## src/rtl/hazard_ctrl.sv

```systemverilog
// -----------------------------------------------------------------------------
// hazard_ctrl
//   Second-generation hazard controller for the 5-stage MIPS pipeline. It
//   generates the PC/IR write enables, bubble injection, pipeline freeze and
//   IF/ID flush controls, together with the EX-stage forwarding selects.
//
//   A small FSM sequences three kinds of event:
//     - load-use stalls lasting LOAD_LAT bubbles,
//     - memory-wait freezes,
//     - one-cycle flushes after a taken branch.
//
// Parameters
//   REG_AW    register address width
//   LOAD_LAT  bubbles inserted per load-use hazard (legal range 1..4)
//   PERF_W    width of the optional stall-cycle counter
//
// Ports
//   clk, reset              pipeline clock, synchronous active-high reset
//   rs_ID, rt_ID            source registers of the instruction in ID
//   rs_EX, rt_EX, wr_EX     sources and destination of the instruction in EX
//   MemRead_EX              the instruction in EX is a load
//   wr_MEM, RegWrite_MEM    destination register / write flag in MEM
//   wr_WB, RegWrite_WB      destination register / write flag in WB
//   branch_taken            a branch resolved taken in EX
//   mem_busy                data memory is not ready this cycle
//   PCWrite, IRWrite        PC and IF/ID write enables (1 = advance)
//   CtrStr                  1 = pass ID controls to EX, 0 = inject a bubble
//   PipeHold                freeze the ID/EX, EX/MEM and MEM/WB registers
//   Flush_ID                clear IF/ID to a NOP
//   ForwardA, ForwardB      EX operand sources: 00 = regfile, 01 = MEM, 10 = WB
//   stall_active            the FSM is not in IDLE
//   stall_cycles            (HAZARD_PERF_CNT_EN only) count of cycles with
//                           PCWrite low
//
// Build option
//   HAZARD_PERF_CNT_EN      adds the stall_cycles port and its counter
//
// FSM states
//   state      | meaning
//   -----------+--------------------------------------------------------------
//   IDLE       | normal flow; the first load-use bubble is issued from here
//   LU_STALL   | extra load-use bubbles; cnt = bubbles still owed
//   MEM_WAIT   | pipeline frozen on mem_busy; cnt holds any owed bubbles
//   FLUSH      | one cycle following a taken-branch flush
// -----------------------------------------------------------------------------
module hazard_ctrl #(
   parameter int REG_AW   = 5,
   parameter int LOAD_LAT = 1,
   parameter int PERF_W   = 32
) (
   input  logic              clk,
   input  logic              reset,
   input  logic [REG_AW-1:0] rs_ID,
   input  logic [REG_AW-1:0] rt_ID,
   input  logic [REG_AW-1:0] rs_EX,
   input  logic [REG_AW-1:0] rt_EX,
   input  logic [REG_AW-1:0] wr_EX,
   input  logic              MemRead_EX,
   input  logic [REG_AW-1:0] wr_MEM,
   input  logic              RegWrite_MEM,
   input  logic [REG_AW-1:0] wr_WB,
   input  logic              RegWrite_WB,
   input  logic              branch_taken,
   input  logic              mem_busy,
   output logic              PCWrite,
   output logic              IRWrite,
   output logic              CtrStr,
   output logic              PipeHold,
   output logic              Flush_ID,
   output logic [1:0]        ForwardA,
   output logic [1:0]        ForwardB,
   output logic              stall_active
`ifdef HAZARD_PERF_CNT_EN
   ,
   output logic [PERF_W-1:0] stall_cycles
`endif
);

   typedef enum logic [1:0] {
      IDLE     = 2'd0,
      LU_STALL = 2'd1,
      MEM_WAIT = 2'd2,
      FLUSH    = 2'd3
   } state_t;

   // Out-of-range LOAD_LAT values are clamped into 1..4.
   localparam int LAT_C  = (LOAD_LAT < 1) ? 1 : ((LOAD_LAT > 4) ? 4 : LOAD_LAT);
   localparam int LAT_M1 = LAT_C - 1;
   localparam logic [1:0] CNT_INIT = LAT_M1[1:0];
   localparam logic       MULTI_LAT = (LAT_C > 1);

   state_t     state_q, state_d;
   logic [1:0] cnt_q, cnt_d;
   logic       lu_hit;
   logic       resume_stall;

   // ---------------------------------------------------------------------------
   // Hazard detect. Register 0 never creates a dependency.
   // ---------------------------------------------------------------------------
   assign lu_hit = MemRead_EX && (wr_EX != '0) &&
                   ((wr_EX == rs_ID) || (wr_EX == rt_ID));

   // When the memory wait ends with bubbles still owed, the release cycle
   // issues the next bubble itself. Otherwise the frozen ID instruction would
   // advance for one cycle in the middle of the stall.
   assign resume_stall = (state_q == MEM_WAIT) && (cnt_q != 2'd0);

   // ---------------------------------------------------------------------------
   // State register
   // ---------------------------------------------------------------------------
   always_ff @(posedge clk) begin
      state_q <= state_d;
      cnt_q   <= cnt_d;
   end

   // ---------------------------------------------------------------------------
   // Next-state logic
   // ---------------------------------------------------------------------------
   always_comb begin
      state_d = state_q;
      cnt_d   = cnt_q;

      case (state_q)
         IDLE: begin
            cnt_d = 2'd0;
            if (mem_busy) begin
               state_d = MEM_WAIT;
            end else if (branch_taken) begin
               state_d = FLUSH;
            end else if (lu_hit && MULTI_LAT) begin
               // This cycle is the first bubble; LAT_C-1 more are owed.
               state_d = LU_STALL;
               cnt_d   = CNT_INIT;
            end
         end

         LU_STALL: begin
            if (mem_busy) begin
               state_d = MEM_WAIT;
            end else if (cnt_q <= 2'd1) begin
               state_d = IDLE;
               cnt_d   = 2'd0;
            end else begin
               cnt_d = cnt_q - 2'd1;
            end
         end

         MEM_WAIT: begin
            if (!mem_busy) begin
               if (cnt_q == 2'd0) begin
                  state_d = IDLE;
               end else if (cnt_q == 2'd1) begin
                  state_d = IDLE;
                  cnt_d   = 2'd0;
               end else begin
                  state_d = LU_STALL;
                  cnt_d   = cnt_q - 2'd1;
               end
            end
         end

         FLUSH: begin
            state_d = IDLE;
            cnt_d   = 2'd0;
         end

         default: begin
            state_d = IDLE;
            cnt_d   = 2'd0;
         end
      endcase

      if (reset) begin
         state_d = IDLE;
         cnt_d   = 2'd0;
      end
   end

   // ---------------------------------------------------------------------------
   // Pipeline control outputs. The conditions are tested in priority order:
   // reset, then memory wait, then branch flush, then load-use stall.
   // ---------------------------------------------------------------------------
   always_comb begin
      PCWrite      = 1'b1;
      IRWrite      = 1'b1;
      CtrStr       = 1'b1;
      PipeHold     = 1'b0;
      Flush_ID     = 1'b0;
      stall_active = 1'b0;

      if (!reset) begin
         stall_active = (state_q != IDLE);
         if (mem_busy) begin
            PipeHold = 1'b1;
            PCWrite  = 1'b0;
            IRWrite  = 1'b0;
         end else if (branch_taken) begin
            // The ID instruction is discarded, so no load-use bubble is needed.
            Flush_ID = 1'b1;
            CtrStr   = 1'b0;
         end else if (lu_hit || (state_q == LU_STALL) || resume_stall) begin
            PCWrite = 1'b0;
            IRWrite = 1'b0;
            CtrStr  = 1'b0;
         end
      end
   end

   // ---------------------------------------------------------------------------
   // Forwarding. MEM is the younger result, so it takes priority over WB.
   // ---------------------------------------------------------------------------
   function automatic logic [1:0] fwd_sel(
      input logic [REG_AW-1:0] src,
      input logic              rw_mem,
      input logic [REG_AW-1:0] dst_mem,
      input logic              rw_wb,
      input logic [REG_AW-1:0] dst_wb
   );
      logic [1:0] sel;
      sel = 2'b00;
      if (rw_mem && (dst_mem != '0) && (dst_mem == src)) begin
         sel = 2'b01;
      end else if (rw_wb && (dst_wb != '0) && (dst_wb == src)) begin
         sel = 2'b10;
      end
      return sel;
   endfunction

   always_comb begin
      ForwardA = 2'b00;
      ForwardB = 2'b00;
      if (!reset) begin
         ForwardA = fwd_sel(rs_EX, RegWrite_MEM, wr_MEM, RegWrite_WB, wr_WB);
         ForwardB = fwd_sel(rt_EX, RegWrite_MEM, wr_MEM, RegWrite_WB, wr_WB);
      end
   end

`ifdef HAZARD_PERF_CNT_EN
   // ---------------------------------------------------------------------------
   // Stall-cycle counter. It wraps naturally at all-ones.
   // ---------------------------------------------------------------------------
   logic [PERF_W-1:0] stall_cycles_q, stall_cycles_d;

   always_comb begin
      stall_cycles_d = stall_cycles_q;
      if (reset) begin
         stall_cycles_d = '0;
      end else if (!PCWrite) begin
         stall_cycles_d = stall_cycles_q + 1'b1;
      end
   end

   always_ff @(posedge clk) begin
      stall_cycles_q <= stall_cycles_d;
   end

   assign stall_cycles = stall_cycles_q;
`endif

endmodule

```

## config.mk

```make
export PLATFORM = sky130hd
export DESIGN_NAME = hazard_ctrl
export DESIGN_NICKNAME = d
export VERILOG_FILES = /design/src/rtl/hazard_ctrl.sv
export SDC_FILE = /design/constraint.sdc
export NUM_CORES = 1
export LEC_CHECK = 0
export CORE_MARGIN = 1
export CORE_UTILIZATION = 55
export CTS_CLUSTER_SIZE = 16
export DETAILED_ROUTE_END_ITERATION = 10
export DONT_BUFFER_PORTS = 1
export PLACE_DENSITY = 0.73
export SLEW_MARGIN = 20
export SYNTH_ARGS = -nofsm -noshare
export SYNTH_HDL_FRONTEND = slang
export SYNTH_SLANG_ARGS = --single-unit
```

## constraint.sdc

```tcl
create_clock -name clk -period 1.3 [get_ports clk]
set_input_delay 0.13 -clock clk [delete_from_list [all_inputs] [get_ports clk]]
set_output_delay 0.13 -clock clk [all_outputs]
set_load 0.05 [all_outputs]
```

==> metrics, run 1 <==
die height 38.9 µm; Post-DP HPWL between 1.5 and 2 mm; Die W 38.9 µm; YS warnings 0; deepest clock path buffer count 2; synthesized instance count between 90 and 100; Post-CTS Repair Setup Buffers 1; standard-cell rows 12; Final Wtd Congestion 0.794; Tool Error [ERROR DPL-0033] detailed placement checks failed during check placement.; Post-CTS Hold Buffers 1; mapped cell area 751 µm²; post-synthesis register bit count 4; library cells used by synthesis 29; stage where the flow stopped clock tree synthesis (4_1_cts); initial core utilization 63.3%; post-synth net total 143; post-synthesis sequential area ratio 10.7%; root buf cell clkbuf_4; total CTS buffers 3; H-tree depth reported by CTS 1; Clock Sinks 4; num ports between 50 and 60; syn avg cell area between 7 and 8 µm²; status did not finish; Port Buffer Count 0; post_cts resized 22
[synth_stat cells, drive strengths merged]
master  count  area share (%)
xnor2      20              23
xor2       10              12
nor2        6             3.0
o21ai       5             3.8
or4         5             5.0
dfxtp       4              11
ha          4             6.7
inv         4             2.0
nand2       4             2.0
nand3       4             2.7
nor3        4             2.7
nor4        4             5.0
nand2b      3             2.5
nor2b       3             2.5
a211oi      2             2.0
a21oi       2             1.3
o21a        2             2.0
o22ai       2             1.7
o32ai       2             2.3
a221oi      1             1.2
and2        1            0.83
buf         1             1.0
clkbuf      1            0.50
mux2i       1             1.3
o21bai      1             1.0
o311a       1             1.3
[logic make-up after synthesis]
family | after synthesis | synth area share (%)
simple gates | 34 | 26.2
xor+xnor | 30 | 35.0
compound gates | 18 | 16.7
buf+inv | 6 | 3.50
fa+ha+maj | 4 | 6.67
flops | 4 | 10.7
mux | 1 | 1.33
[through the flow]
stage	utilization, %	hold WS [ps]	setup WS (ps)	instance area, µm²	std cells
3_3_place_gp	87.9	201	-214	1040	127
3_5_place_dp	87.9	207	-232	1040	127
2_1_floorplan	-	275	-548	855	97
==> inputs of run 2 (changes only) <==
CORE_AREA = 2 2 63 65   (was default)
CORE_MARGIN = default   (was 1)
CORE_UTILIZATION = default   (was 55)
CTS_CLUSTER_SIZE = default   (was 16)
DIE_AREA = 0 0 65 67   (was default)
PLACE_DENSITY = default   (was 0.73)
PLACE_DENSITY_LB_ADDON = 0.15   (was default)
clock period = 1.7 ns   (was 1.3 ns; I/O delays follow)
==> run 2 against run 1 <==
The run now ends clean. Area after synthesis unchanged. Synthesized cell count unchanged.
==> metrics, run 2 <==
Worst Tran Pin Value 501 ps; Worst Hold Depth 1; Power Dens Cells 579 nW/µm²; CP required 1530 ps; deepest clock path buffer count 2 (unchanged); skew final between 0.7 and 0.8 ps; CP max FO 3; commonest non-fill, non-tap cell in the layout xnor2_1; first-pass GRT wire length 3.43 mm; Clock Sinks 4 (unchanged); root buf cell clkbuf_8; Final Wtd Congestion 0.698 (-12%); Final Critical Period 1640 ps; final hold viol count 0; Post-Route Utilization 30.3%; H-tree depth reported by CTS 1 (unchanged); standard-cell rows 22 (+10); Die W 65 µm (+67%); most frequent cells in the layout xnor2_1, buf_4, xor2_1; ys flop type dfxtp_1; leakage 0.364 nW; CP arrival 1470 ps; first drt pass iteration count 4; n_diodes 0; Peak supply drop 0.121 mV; total CTS buffers 3 (unchanged); gr usage total 10.3%; # DRC 0; number of flops mapped to enable cells by yosys 0 (unchanged); Synth top cells by count xnor2_1, xor2_1, nor2_1; Port Buffer Count 0 (unchanged); Post-CTS Hold Buffers 0 (-1); number of global-route vias before repair 824; DIE AREA around 4400 µm²; worst hold-check path type primary input to flip-flop; initial antenna violation count 0; DRT iter0 DRCs 21; Sequential cell area 85.1 µm²; fill count 383; Setup violations, final 0; CP endpoint kind output pin; via count 750; Placeable Area 3610 µm²; # nets final 162; WS Path Type flip-flop to output pin; Fmax 610 MHz; Post-DP HPWL 1.79 mm (+4.4%); routed length per placed instance about 13 µm; P&R area growth vs syn 45.7%; gr ovfl total 0; FF-to-FF path depth 7; library cells used by synthesis 29 (unchanged); die height 67 µm (+72%); Clock Latency Late Sink approximately 220 ps; post-synthesis register bit count 4 (unchanged); post-synthesis sequential area ratio 10.7% (unchanged); status completed; final design area excluding fillers 1090 µm²; Clk pin slew, worst setup/hold paths 30 ps; Multi-input gate area 734 µm²; Synth area leaders xnor2_1, xor2_1, dfxtp_1, ha_1, or4_1; placed cell areas 993 µm² (-4.7%); num ports 52 (unchanged); YS warnings 0 (unchanged); ys async rst share 0% (unchanged); mapped cell area 751 µm² (unchanged); Vias/cell 4.63; max_slew headroom 66.9%; syn avg cell area 7.74 µm² (unchanged); synthesized instance count 97 (unchanged); post-synth top area share 23.3% (unchanged); Regs by FF count cnt_q x2, state_q x2; CTS tree built; Final Cycle Share 96.5%; maxcap violations 0; final WL 2.05 mm; most numerous cell in the Yosys netlist xnor2_1; initial core utilization 20.8% (-42 points); max-slew violation count 0; final antenna-violating net count 0; post-synth net total 143 (unchanged); Synth area leader xnor2_1; largest net degree at the start of global routing 13; critical path startpoint category flip-flop; share of cells above drive strength 1 between 30% and 40%
run 2: final timing paths:
kind | start | endpoint | slack, ps
worst max-delay path | cnt_q[1] | PCWrite | 60
worst min register to register | cnt_q[0] | cnt_q[0] | 590
worst min-delay path | reset | state_q[1] | 20
worst max register to register | cnt_q[1] | cnt_q[0] | 170
run 2: worst max-delay path: stages, from the launching register on:
cell and delay (ps):
dfxtp_2 330, inv_2 70, ha_4 130, o21ai_1 70
buf_4 140, a221oi_4 290, buf_12 210
run 2: final cells by class:
class / count / area share, %
multi-input combinational: 87 / 67.2
timing repair buffer: 16 / 14.4
sequential: 4 / 7.78
tap: 48 / 5.49
clock buffer: 3 / 3.78
inverter: 4 / 1.37
run 2: repair_timing:
action | in CTS | in global routing
setup endpoints to repair | 3 | 3
pin swaps | 1 | 1
resized for setup | 5 | 7
setup buffers | 2 | 1
hold endpoints to repair | 0 | 0
run 2: kinds of logic after synthesis:
family,synth area share [%]
adders and majority gates,6.67
buffers and inverters,3.50
xor gates and xnor gates,35.0
AOI/OAI and AO/OA,16.7
muxes,1.33
DFF,10.7
and+or+nand+nor,26.2
run 2: power breakdown:
part | switching (mW) | total (mW) | internal [mW]
clock | 0.0508 | 0.202 | 0.151
combinational | 0.155 | 0.310 | 0.155
sequential | 0.0121 | 0.121 | 0.109
run 2: routing by layer:
metal  GRT usage [%]  vias up  part of all wire (%)
li1                -      381                     -
met1            9.95      332                    35
met2            20.1       34                    57
met3            2.53        3                   6.5
met4            5.05        0                   1.3
met5               0        -                     0
run 2: through the flow:
| stage | cells | setup TNS, ps | worst slack, ps | hold slack, ps | total power, mW |
|---|---|---|---|---|---|
| 5_1_grt | 162 | -44.9 | -21.1 | 13.9 | 0.685 |
| 2_1_floorplan | 97 | -1040 | -382 | 315 | 0.330 |
| 6_report | 162 | 0 | 60.0 | 19.8 | 0.633 |
| 4_1_cts | 161 | 0 | 0.134 | 11.6 | 0.625 |
| 3_3_place_gp | 156 | 0 | 80.4 | 246 | 0.394 |
| 3_5_place_dp | 156 | 0 | 68.3 | 248 | 0.396 |
Note: power is estimated with default switching activity, not from simulation.
==> inputs of run 3 (changes only) <==
CTS_BUF_LIST = sky130_fd_sc_hd__clkbuf_8   (was default)
GPL_TIMING_DRIVEN = 0   (was default)
==> run 3 against run 2 <==
The flow now finishes with violations (negative setup slack). Cell count fell by 4.9%. Combinational power fell by 9.4%. Setup slack got worse by 300 ps. Die area did not move. Global-route usage fell by 0.83 points. Non-clock buffer count fell by 8. Worst hold slack improved by 90 ps. Wire length fell by 3.3%. Sequential cell count did not move. First-iteration DRC count rose by 62%. Via count fell by 3.6%. Largest power group unchanged.
==> metrics, run 3 (synthesized netlist as in run 2, its figures left out) <==
Final Critical Period 1940 ps (+303 ps); DIE AREA 4360 µm² (unchanged); final setup margin -243 ps (-303 ps); gr usage total 9.45% (-0.83 points); Placeable Area 3610 µm² (unchanged); CP required 1530 ps (about the same); DRT iter0 DRCs 34 (+62%); met2 Use GR 18.2% (-1.9 points); share of cells above drive strength 1 32.1% (-1.3 points); final WL 1.98 mm (-3.3%); Post-Route Utilization 29.1% (-1.2 points); # nets final 154 (-4.9%); maxcap violations 0 (unchanged); first-pass GRT wire length 3.26 mm (-5.0%); Worst Tran Pin Value 1110 ps (+605 ps); switching fraction of total power 35.9% (+1.4 points); Regs by FF count cnt_q x2, state_q x2; leakage 0.323 nW (-11%); largest net degree at the start of global routing 11 (-2); Flop pwr share 20.8% (+1.7 points); busiest grt layer met2; max_slew headroom 26.1% (-41 points); Port Buffer Count 0 (unchanged); most frequent cells in the layout xnor2_1, xor2_1, nor2_1; Clock Latency Late Sink 210 ps (about the same); H-tree depth reported by CTS 1 (unchanged); met3 Use GR 2.87% (+0.34 points); Net Switching 0.217 mW (-0.32%); CP arrival 1770 ps (+300 ps); worst hold-check path type primary input to flip-flop; fill count 381 (-0.52%); total CTS buffers 3 (unchanged); via count 723 (-3.6%); Clk pin slew, worst setup/hold paths 30 ps (about the same); CP endpoint kind output pin; commonest non-fill, non-tap cell in the layout xnor2_1; n_diodes 0 (unchanged); RSZ-0062 raised after global routing yes; Fmax 515 MHz (-16%); Setup violations, final 3 (+3); combinational share of power 46.4% (-2.6 points); standard-cell rows 22 (unchanged); CTS tree built; Clk pwr share 32.8% (+0.9 points); root buf cell clkbuf_8; WS Path Type primary input to output pin; skew final 1.96 ps (+1.18 ps); Post-DP HPWL 1.70 mm (-4.8%); number of global-route vias before repair 796 (-3.4%); Clock Sinks 4 (unchanged); # DRC 0 (unchanged); failing checks negative setup slack; Hold WS 109 ps (+89.7 ps); initial antenna violation count 0 (unchanged); CP max FO 3 (unchanged); deepest clock path buffer count 2 (unchanged); internal power 0.389 mW (-6.3%); first drt pass iteration count 3 (-1); die height 67 µm (unchanged); critical path startpoint category primary input; Post-CTS Hold Buffers 0 (unchanged); status finished, violations left; Vias/cell 4.69 (+1.4%); final hold viol count 0 (unchanged); Peak supply drop 0.174 mV (+44%); max-slew violation count 0 (unchanged); P&R area growth vs syn 39.7%; met1 global-route usage 9.72% (-0.23 points); initial core utilization 20.8% (unchanged); num ports 52 (unchanged); gr ovfl total 0 (unchanged); Power Dens Cells 578 nW/µm² (-0.12%); Final Cycle Share 114% (+18 points); final setup TNS -345 ps (-345 ps); final antenna-violating net count 0 (unchanged); routed length per placed instance 12.9 µm (+1.8%); Die W 65 µm (unchanged); Final Wtd Congestion 0.719 (+3.1%)
[run 3: per-layer routing]
metal  vias up  wire [µm]
li1        366          -
met1       325        722
met2        30       1090
met3         2        161
met4         0          9
met5         -          0
[run 3: power groups by stage]
stage / clock network (mW) / registers, mW / logic (mW)
detailed placement: 0 / 0.123 / 0.240
global route: 0.212 / 0.130 / 0.309
finish: 0.199 / 0.126 / 0.281
CTS: 0.202 / 0.124 / 0.269
floorplan: 0 / 0.119 / 0.211
global placement: 0 / 0.123 / 0.236
[run 3: critical path, cell delays in order]
cell and delay, ps:
or4_4 530, o21ai_4 150, nor3_2 70, a221oi_4 610, buf_6 250
[run 3: final timing paths]
| check | start | to | slack (ps) | cells past startpoint |
|---|---|---|---|---|
| setup / recovery | wr_EX[1] | PCWrite | -240 | 5 |
| hold / removal | branch_taken | state_q[0] | 110 | 1 |
| setup reg to reg | cnt_q[1] | cnt_q[1] | 370 | 6 |
| hold reg to reg | cnt_q[1] | cnt_q[1] | 570 | 2 |
[run 3: layout make-up]
| cell class | instances | area (µm²) | share of cell area (%) |
|---|---|---|---|
| multi-input cells | 87 | 786 | 74.9 |
| flip-flops and latches | 4 | 82.6 | 7.88 |
| well taps | 48 | 60.1 | 5.73 |
| repair buffers | 6 | 48.8 | 4.65 |
| clock buffers | 3 | 41.3 | 3.94 |
| plain buffers | 2 | 15.0 | 1.43 |
| inverters | 4 | 15.0 | 1.43 |
[run 3: what timing repair did]
| item | 4_1_cts | 5_1_grt |
|---|---|---|
| gates resized for setup | 17 | 5 |
| endpoints found under the setup margin | 5 | 4 |
| buffers inserted | 2 | 2 |
| pin swaps | 3 | 4 |
[run 3: per-stage QoR]
step	cell area, µm²	power (mW)	cells	worst slack [ps]
floorplan	797	0.330	97	-382
global placement	857	0.359	145	-607
detailed placement	885	0.363	147	-367
CTS	1010	0.594	152	-284
global route	1050	0.650	154	-302
finish	1050	0.606	154	-243
